## config.mk

```make
export PLATFORM = sky130hd
export DESIGN_NAME = if_fetch
export DESIGN_NICKNAME = d
export VERILOG_FILES = /design/src/rtl/if_pkg.sv /design/src/rtl/fifo_sync.sv /design/src/rtl/if_fetch.sv
export SDC_FILE = /design/constraint.sdc
export NUM_CORES = 1
export LEC_CHECK = 0
export ABC_AREA = 1
export CELL_PAD_IN_SITES_DETAIL_PLACEMENT = 1
export CELL_PAD_IN_SITES_GLOBAL_PLACEMENT = 1
export CORE_MARGIN = 2
export CORE_UTILIZATION = 30
export DETAILED_ROUTE_END_ITERATION = 10
export PLACE_DENSITY = 0.6
export SLEW_MARGIN = 20
export SYNTH_ARGS = -nofsm -noshare
export SYNTH_HDL_FRONTEND = slang
export SYNTH_SLANG_ARGS = --single-unit
export TNS_END_PERCENT = 5
```

## constraint.sdc

```tcl
create_clock -name clk -period 4.4 [get_ports clk]
set_input_delay 0.88 -clock clk [delete_from_list [all_inputs] [get_ports clk]]
set_output_delay 0.88 -clock clk [all_outputs]
set_load 0.02 [all_outputs]
```

## src/rtl/if_pkg.sv

```systemverilog
// Shared definitions for the instruction fetch front end.
//   IMEM_AW          : instruction memory word-address width
//   INST_W           : instruction width
//   PC_W             : program counter width
//   DEPTH_DEFAULT    : default instruction queue depth
//   RESET_PC_DEFAULT : default fetch PC after reset
//   fetch_entry_t    : one queue entry {instruction, address + 4}
package if_pkg;
   localparam int IMEM_AW = 8;
   localparam int INST_W = 32;
   localparam int PC_W = 32;
   localparam int DEPTH_DEFAULT = 4;
   localparam logic [PC_W-1:0] RESET_PC_DEFAULT = 32'h0000_0000;

   typedef struct packed {
      logic [INST_W-1:0] inst;
      logic [PC_W-1:0]   pcplus4;
   } fetch_entry_t;
endpackage

```

## src/rtl/fifo_sync.sv

```systemverilog
// Synchronous FIFO holding fetched instructions.
//   clk, rst   : clock, synchronous active-high reset
//   flush      : drop all entries; wins over push and pop
//   push       : write push_data (ignored when full)
//   pop        : remove the head (ignored when empty)
//   head_data  : current head entry (combinational read)
//   full/empty : occupancy flags
//   count      : number of stored entries
module fifo_sync #(
   parameter int WIDTH = 64,
   parameter int DEPTH = if_pkg::DEPTH_DEFAULT
) (
   input  logic                       clk,
   input  logic                       rst,
   input  logic                       flush,
   input  logic                       push,
   input  logic [WIDTH-1:0]           push_data,
   input  logic                       pop,
   output logic [WIDTH-1:0]           head_data,
   output logic                       full,
   output logic                       empty,
   output logic [$clog2(DEPTH):0]     count
);
   localparam int AW = $clog2(DEPTH);

   logic [WIDTH-1:0] mem [DEPTH];
   logic [AW-1:0]    wr_ptr_reg;
   logic [AW-1:0]    rd_ptr_reg;
   logic [AW:0]      count_reg;
   logic             push_ok;
   logic             pop_ok;

   assign full    = (count_reg == (AW+1)'(DEPTH));
   assign empty   = (count_reg == '0);
   assign count   = count_reg;
   assign push_ok = push && !full;
   assign pop_ok  = pop && !empty;
   assign head_data = mem[rd_ptr_reg];

   // Storage has no reset; stale contents are unreachable once pointers clear.
   always_ff @(posedge clk) begin
      if (push_ok && !flush && !rst) begin
         mem[wr_ptr_reg] <= push_data;
      end
   end

   always_ff @(posedge clk) begin
      if (rst || flush) begin
         wr_ptr_reg <= '0;
         rd_ptr_reg <= '0;
         count_reg  <= '0;
      end else begin
         if (push_ok) wr_ptr_reg <= wr_ptr_reg + 1'b1;
         if (pop_ok)  rd_ptr_reg <= rd_ptr_reg + 1'b1;
         case ({push_ok, pop_ok})
            2'b10:   count_reg <= count_reg + 1'b1;
            2'b01:   count_reg <= count_reg - 1'b1;
            default: count_reg <= count_reg;
         endcase
      end
   end
endmodule

```

## src/rtl/if_fetch.sv

```systemverilog
// Instruction fetch stage: PC, credit-based request issue, one outstanding
// memory response, and an instruction queue toward IF/ID.
//   clk, rst          : clock, synchronous active-high reset
//   redirect          : flush queue and restart fetch at redirect_pc
//   redirect_pc       : new fetch PC (low two bits ignored)
//   imem_req/addr     : memory read request, word address pc[9:2]
//   imem_rdata        : read data, valid one cycle after imem_req
//   out_valid/ready   : handshake toward IF/ID
//   out_inst          : head instruction (0 when queue empty)
//   out_pcplus4       : head instruction address + 4 (0 when queue empty)
module if_fetch
   import if_pkg::*;
#(
   parameter int              DEPTH    = DEPTH_DEFAULT,
   parameter logic [PC_W-1:0] RESET_PC = RESET_PC_DEFAULT
) (
   input  logic               clk,
   input  logic               rst,
   input  logic               redirect,
   input  logic [PC_W-1:0]    redirect_pc,
   output logic               imem_req,
   output logic [IMEM_AW-1:0] imem_addr,
   input  logic [INST_W-1:0]  imem_rdata,
   output logic               out_valid,
   input  logic               out_ready,
   output logic [INST_W-1:0]  out_inst,
   output logic [PC_W-1:0]    out_pcplus4
);
   localparam int CW = $clog2(DEPTH) + 1;

   logic [PC_W-1:0] pc_reg;
   logic [PC_W-1:0] req_pcplus4_reg;
   logic            inflight_reg;
   logic [CW-1:0]   fifo_count;
   logic            fifo_full;
   logic            fifo_empty;
   logic [CW:0]     occupancy;
   logic            issue;
   logic            push;
   logic            pop;
   fetch_entry_t    push_entry;
   fetch_entry_t    head_entry;

   // Queued entries plus the response still in flight must fit in the
   // queue, so every response has a guaranteed slot. No pop lookahead.
   assign occupancy = {1'b0, fifo_count} + {{CW{1'b0}}, inflight_reg};
   assign issue     = !rst && !redirect && !fifo_full
                      && (occupancy < (CW+1)'(DEPTH));
   assign push      = inflight_reg && !redirect;
   assign pop       = out_valid && out_ready;

   assign imem_req  = issue;
   assign imem_addr = pc_reg[IMEM_AW+1:2];

   assign push_entry.inst    = imem_rdata;
   assign push_entry.pcplus4 = req_pcplus4_reg;

   assign out_valid   = !fifo_empty;
   assign out_inst    = fifo_empty ? '0 : head_entry.inst;
   assign out_pcplus4 = fifo_empty ? '0 : head_entry.pcplus4;

   always_ff @(posedge clk) begin
      if (rst) begin
         pc_reg          <= RESET_PC;
         req_pcplus4_reg <= '0;
         inflight_reg    <= 1'b0;
      end else if (redirect) begin
         pc_reg       <= {redirect_pc[PC_W-1:2], 2'b00};
         inflight_reg <= 1'b0;
      end else begin
         inflight_reg <= issue;
         if (issue) begin
            pc_reg          <= pc_reg + 32'd4;
            req_pcplus4_reg <= pc_reg + 32'd4;
         end
      end
   end

   fifo_sync #(
      .WIDTH ($bits(fetch_entry_t)),
      .DEPTH (DEPTH)
   ) u_fifo (
      .clk       (clk),
      .rst       (rst),
      .flush     (redirect),
      .push      (push),
      .push_data (push_entry),
      .pop       (pop),
      .head_data (head_entry),
      .full      (fifo_full),
      .empty     (fifo_empty),
      .count     (fifo_count)
   );
endmodule
```

After elaboration in Yosys (flattened, before gate mapping)
Memories as Yosys holds them, arrays and structs flattened. A register that Yosys moved wholly into a read port is not among the register bits.
Cells that the tools add are included.

storage, ports and cells
  memory bits (read-only) = 0
  output and inout bits = 74
  register bits after elaboration = 72
  bits in latches = 0
  bits of input ports = 68
  memories kept = 1
  bits in writable memories = 256
  logic and storage cells = 47

cells by class
  multiplexer cells = 9
  reduce and logical (&&, ||, !) cells = 19
  $lt $le $gt $ge = 1
  divide/modulo/power cells = 0
  shift-type cells = 0
  bitwise gates (word level) = 1
  equal/unequal tests = 3
  multipliers = 0
  add/sub/neg operators = 6

memory list
  name        words  bits a word  rd ports  clocked after Yosys merged registers in  wr ports  RTL line         text
  u_fifo.mem  4      64           1         1                                        1         fifo_sync.sv:26  logic [WIDTH-1:0] mem [DEPTH];

operators with widths
  kind                                                 count
  2-to-1 mux 32 bit                                    4
  adder 32 x 3 -> 32 bit (second input constant)       1
  logical AND 1 bit                                    9
  case mux 3 bit (2 select lines)                      1
  adder 2 x 1 -> 2 bit (second input constant)         2
  adder 3 x 1 -> 4 bit                                 1
  zero test 1 bit                                      4
  < comparator 4 x 3 -> 1 bit (second input constant)  1
  2-to-1 mux 2 bit                                     2
  nonzero test 2 bit                                   2
  adder 3 x 1 -> 3 bit (second input constant)         1
  == test 3 bit (second input constant)                1
  zero test 3 bit                                      1
  subtractor 3 x 1 -> 3 bit (second input constant)    1
  == test 2 x 1 -> 1 bit (second input constant)       1
  == test 2 bit (second input constant)                1
  2-to-1 mux 1 bit                                     2
  AND reduction 2 bit                                  1
  OR reduction 2 bit                                   1
  logical OR 1 bit                                     1
  inverter 1 bit                                       1

Logic depth before layout (Yosys ltp)
  word-level depth = 7
  gate-level depth with buffers = 11
  gate-level depth less buffers = 11

Cells and area by module
Synthesis repeated with hierarchy kept, for this count alone.

unflattened totals
  cell total of the unflattened synthesis = 1323
  area total of the unflattened synthesis = 13720.7 µm²

modules (own cells, without submodules)
  module     area each (µm²)  instances  seq. area each (µm²)  cells each
  fifo_sync  10004.6          1          7867.5                695
  if_fetch   3716.1           1          1221.2                628

Worst setup path after synthesis
Ideal clock, no wire load.

  path type = input port to flip-flop
  start = input port rst
  end = memory u_fifo.mem[0][10] (enable)
  data arrival time = 3874 ps
  data required time = 3918 ps
  setup time = 482 ps
  buffers on the path = 1
  path slack = 43 ps
  cell stages on the path = 4
  path through = buf_4 > clkinv_1 > nand2_1 > nor2_1

on the way
  longest elaborated chain between the ends = 4

ends and longest elaborated chain
  item                                    RTL line         text
  start, declared                         if_fetch.sv:18   input logic rst,
  zero test 1 bit                         fifo_sync.sv:42  if (push_ok && !flush && !rst) begin
  logical AND 1 bit                       fifo_sync.sv:42
  2-to-1 mux 1 bit                        fifo_sync.sv:42
  2-to-1 mux 1 bit (not written as such)  fifo_sync.sv:43  mem[wr_ptr_reg] <= push_data;
  end, declared                           fifo_sync.sv:26

No other way between the ends.

==> results by stage <==
Status:
- The flow ran to the end, and the final reports show no timing, DRC or antenna violations.

CTS:
- TritonCTS built the clock tree.
- The TritonCTS buffer count is 37.
- The clock drives 318 sinks.
- The worst-case clock buffer depth is 3.
- Post-CTS timing repair inserted 0 buffers for setup.
- CTS placed an instance of sky130_fd_sc_hd__clkbuf_16 at the clock tree root.
- The count of H-tree levels built during CTS is 2.
- The clock reaches the later pin of the worst-skew pair after about 540 ps.
- Clock-pin slew was measured on the worst setup and hold paths at approximately 60 ps.
- In this run, post-CTS hold repair placed 0 buffers.
- The number of gates resized after CTS was 0.

Floorplanning:
- The floorplan step set the die width to 213.8 um.
- In this run the count of I/O pins placed on the die edge is 142.
- In this run the standard cell core region covers 43270 um^2.
- The initial utilization of the core area, before any placement, comes to a little under a third.
- The die covers around 46000 um^2.
- The standard-cell row count is 76.
- The overall die height is around 210 um.

STA:
- The number of endpoints with negative hold slack in the final report came to 0.
- Across all hold checks on the routed design, the worst slack comes to between 400 and 500 ps.
- Setup violations remaining at the end of the flow were counted as 0.
- The portion of the clock cycle consumed by the worst path in the final layout is around 92%.
- Setup repair after global routing left no endpoint under its margin.
- Subtracting the final worst setup slack from the clock period gives approximately 4000 ps.
- For the pin with the worst max-slew slack, the measured transition is about 690 ps.
- The max-slew violation count was 0.
- Headroom to the max-slew limit came out at 53.60%.
- The setup clock skew after layout is around 25 ps.
- The total negative slack is 0 ps.
- Based on the critical path, the design can be clocked at up to around 250 MHz.

Global routing:
- The first global-routing pass estimated 54740 um of wire.
- After global routing the overflow that remains totals 0.
- The pin count of the biggest net entering global routing is 99.
- The global-route usage over all layers is about 16%.
- The number of antenna violations at the first check in global routing is 0.
- The number of global-route vias before repair is 9703.

Detailed routing:
- The number of DRC violations after detailed-routing iteration 0 is between 300 and 400.
- The overall via count from detail_route is 9386.
- The post-detailed-route via-to-cell ratio is ~4.7.
- In this run the remaining antenna-violating nets after routing total 0.
- Dividing the detail-routed wire length by the instance count gives between 15 and 20 um.
- The final wirelength is around 36000 um.
- The first-pass iteration count of the detailed router is 4.
- The DRC violations left is 0.

Finish:
- For this run, the post-layout net count is around 1500.
- The fraction of final layout cells with drive strength greater than 1 is around 8.3%.
- The synthesis-to-layout area growth is 24.50%.
- The final non-filler cell total is roughly 2000.
- The register with the most flip-flops in the layout has approximately 250 of them.

Worst setup path:
- The cell type of the slowest stage on the worst timing path is sky130_fd_sc_hd__dfxtp_2.
- The worst setup path is of the reg2out kind.
- The critical path goes through inv_2, buf_4, nor2_1, o21ai_0, a21oi_1, clkdlybuf4s50_1.
- The end of the worst register-to-register path is u_fifo.count[2].
- In this run the critical register-to-register path is launched from u_fifo.count[2].
- The critical path startpoint category is a flip-flop.
- The data required time at the worst endpoint is between 3000 and 4000 ps.
- The worst-path maximum fanout is 30.
- The register-to-register setup slack is 2060 ps.
- The endpoint type of the worst setup path is an output pin.
- The worst stage delay on the critical path is a little under 700 ps.
- The worst register-to-register path has a depth of 11.
- The worst path arrival time is between 3000 and 4000 ps.

Synth:
- In this run, synthesis produced a sequential element count of between 300 and 400.
- In this run, distinct cell masters in the synthesized netlist total 34.
- Yosys printed 0 warnings.
- By area the synthesized netlist is led by sky130_fd_sc_hd__edfxtp_1, sky130_fd_sc_hd__dfxtp_1, sky130_fd_sc_hd__nor2_1.
- The most used flip-flop cell after synthesis is sky130_fd_sc_hd__edfxtp_1.
- The leading cell type by number of instances after synthesis is sky130_fd_sc_hd__nor2_1.
- Counting flops with a built-in enable in the synthesized netlist gives between 200 and 250.
- Summed over its instances, the top area cell type makes up between 50% and 60% of the synthesized netlist area.
- Synthesis produced a netlist whose cell count is 1276.
- The commonest cells after synthesis are sky130_fd_sc_hd__nor2_1, sky130_fd_sc_hd__edfxtp_1, sky130_fd_sc_hd__nand2_1.
- The sequential-to-total area share from yosys stat is about two thirds.
- The mapped cell area is about 13000 um^2.
- The largest total area in the synthesized netlist belongs to sky130_fd_sc_hd__edfxtp_1.
- The async set-reset flop share out of synthesis is 0%.
- The synthesized area divided by synthesized cell count is 10.34 um^2.

Power and ir drop:
- Dividing total power by cell area gives a power density of between 400 and 500 nW/um^2.
- Across the VDD grid, the largest voltage drop is roughly 0.00026 V.
- For this design the static power due to leakage is between 5 and 6 nW.

Worst hold path:
- The hold path depth is 2.
- The beginning of the worst hold path is u_fifo.rd_ptr_reg[1].
- The worst hold path belongs to the class reg2reg.

Placement:
- The half-perimeter wire length after detailed placement is 22200 um.
- The placer congestion estimate is 0.7896.
- The count of input and output buffers is 137.
- The number of placed instances, taps included, is between 1500 and 2000.

Run:
- The number of maximum-capacitance violations is 0.
area by class of cell:
type,count,area [um^2]
antenna,2,5.005
tap,585,732.0
fill,4766,26830
sequential,318,8853
multi-input combinational,830,3812
clock inverter,19,187.7
inverter,54,202.7
timing repair buffer,159,1624
clock buffer,47,1016
cell families after synthesis:
family | count (synthesis) | synth area share (%)
xor gates and xnor gates | 5 | 0.3318
and+or+nand+nor | 546 | 16.98
buffers and inverters | 129 | 4.332
other | 1 | 0.02841
AOI/OAI and AO/OA | 270 | 10.57
adders and majority gates | 7 | 0.7204
DFF | 318 | 67.04
metal layers:
layer / part of all wire, % / routed length (um) / GRT usage (%)
met5: 0 / 0 / 0
met4: 2.1 / 764 / 5.101
met3: 3.8 / 1336 / 2.563
met2: 48 / 17160 / 27.28
met1: 46 / 16320 / 20.23
worst max path at each step:
stage	endpoint	slack, ps	cells after the start
detailed placement	out_inst[17]	790	6
finish	out_inst[13]	340	6
CTS	out_inst[13]	170	6
global route	out_inst[17]	40	6
floorplan	u_fifo.mem[0][10]	40	4
global placement	out_pcplus4[15]	830	6
report_power, final:
group / switching (mW) / leakage (nW) / internal, mW
Clock: 1.19 / 0.577 / 1.81
Sequential: 0.0470 / 2.89 / 3.27
Combinational: 0.230 / 2.18 / 0.164
placed cells by master, fill, tap and decap left out, drive strengths merged:
master         count
clkbuf            47
a211oi             1
clkdlybuf4s50    137
or2                1
xor2               3
clkinvlp           4
diode              2
edfxtp           248
inv               54
bufinv             3
xnor2              2
o31ai              1
ha                 6
conb               2
and2               3
fa                 1
clkinv            12
dfxtp             70
nand2            202
buf               22
a21oi            101
nand3             44
nor2             295
a31oi              4
nor3               1
o21ai            163
per-stage QoR:
stage | power (mW) | util [%] | worst slack (ps) | area, um^2
final | 6.723 | 37.98 | 336.5 | 16430
after global routing | 6.983 | 37.97 | 44.44 | 16430
after CTS | 6.839 | 37.97 | 175.0 | 16430
after detailed placement | 3.784 | 35.19 | 786.1 | 15220
after global placement | 3.773 | 35.19 | 829.2 | 15220
after floorplan | 3.580 | - | 43.42 | 13200
worst max-delay path: cells and delay by family (launching register included):
kind            cells  cell delay [ps]
flops               1              680
simple gates        1              130
compound gates      2              280
buf+inv             3             1490
No activity file was read; power rests on OpenSTA's default activity.
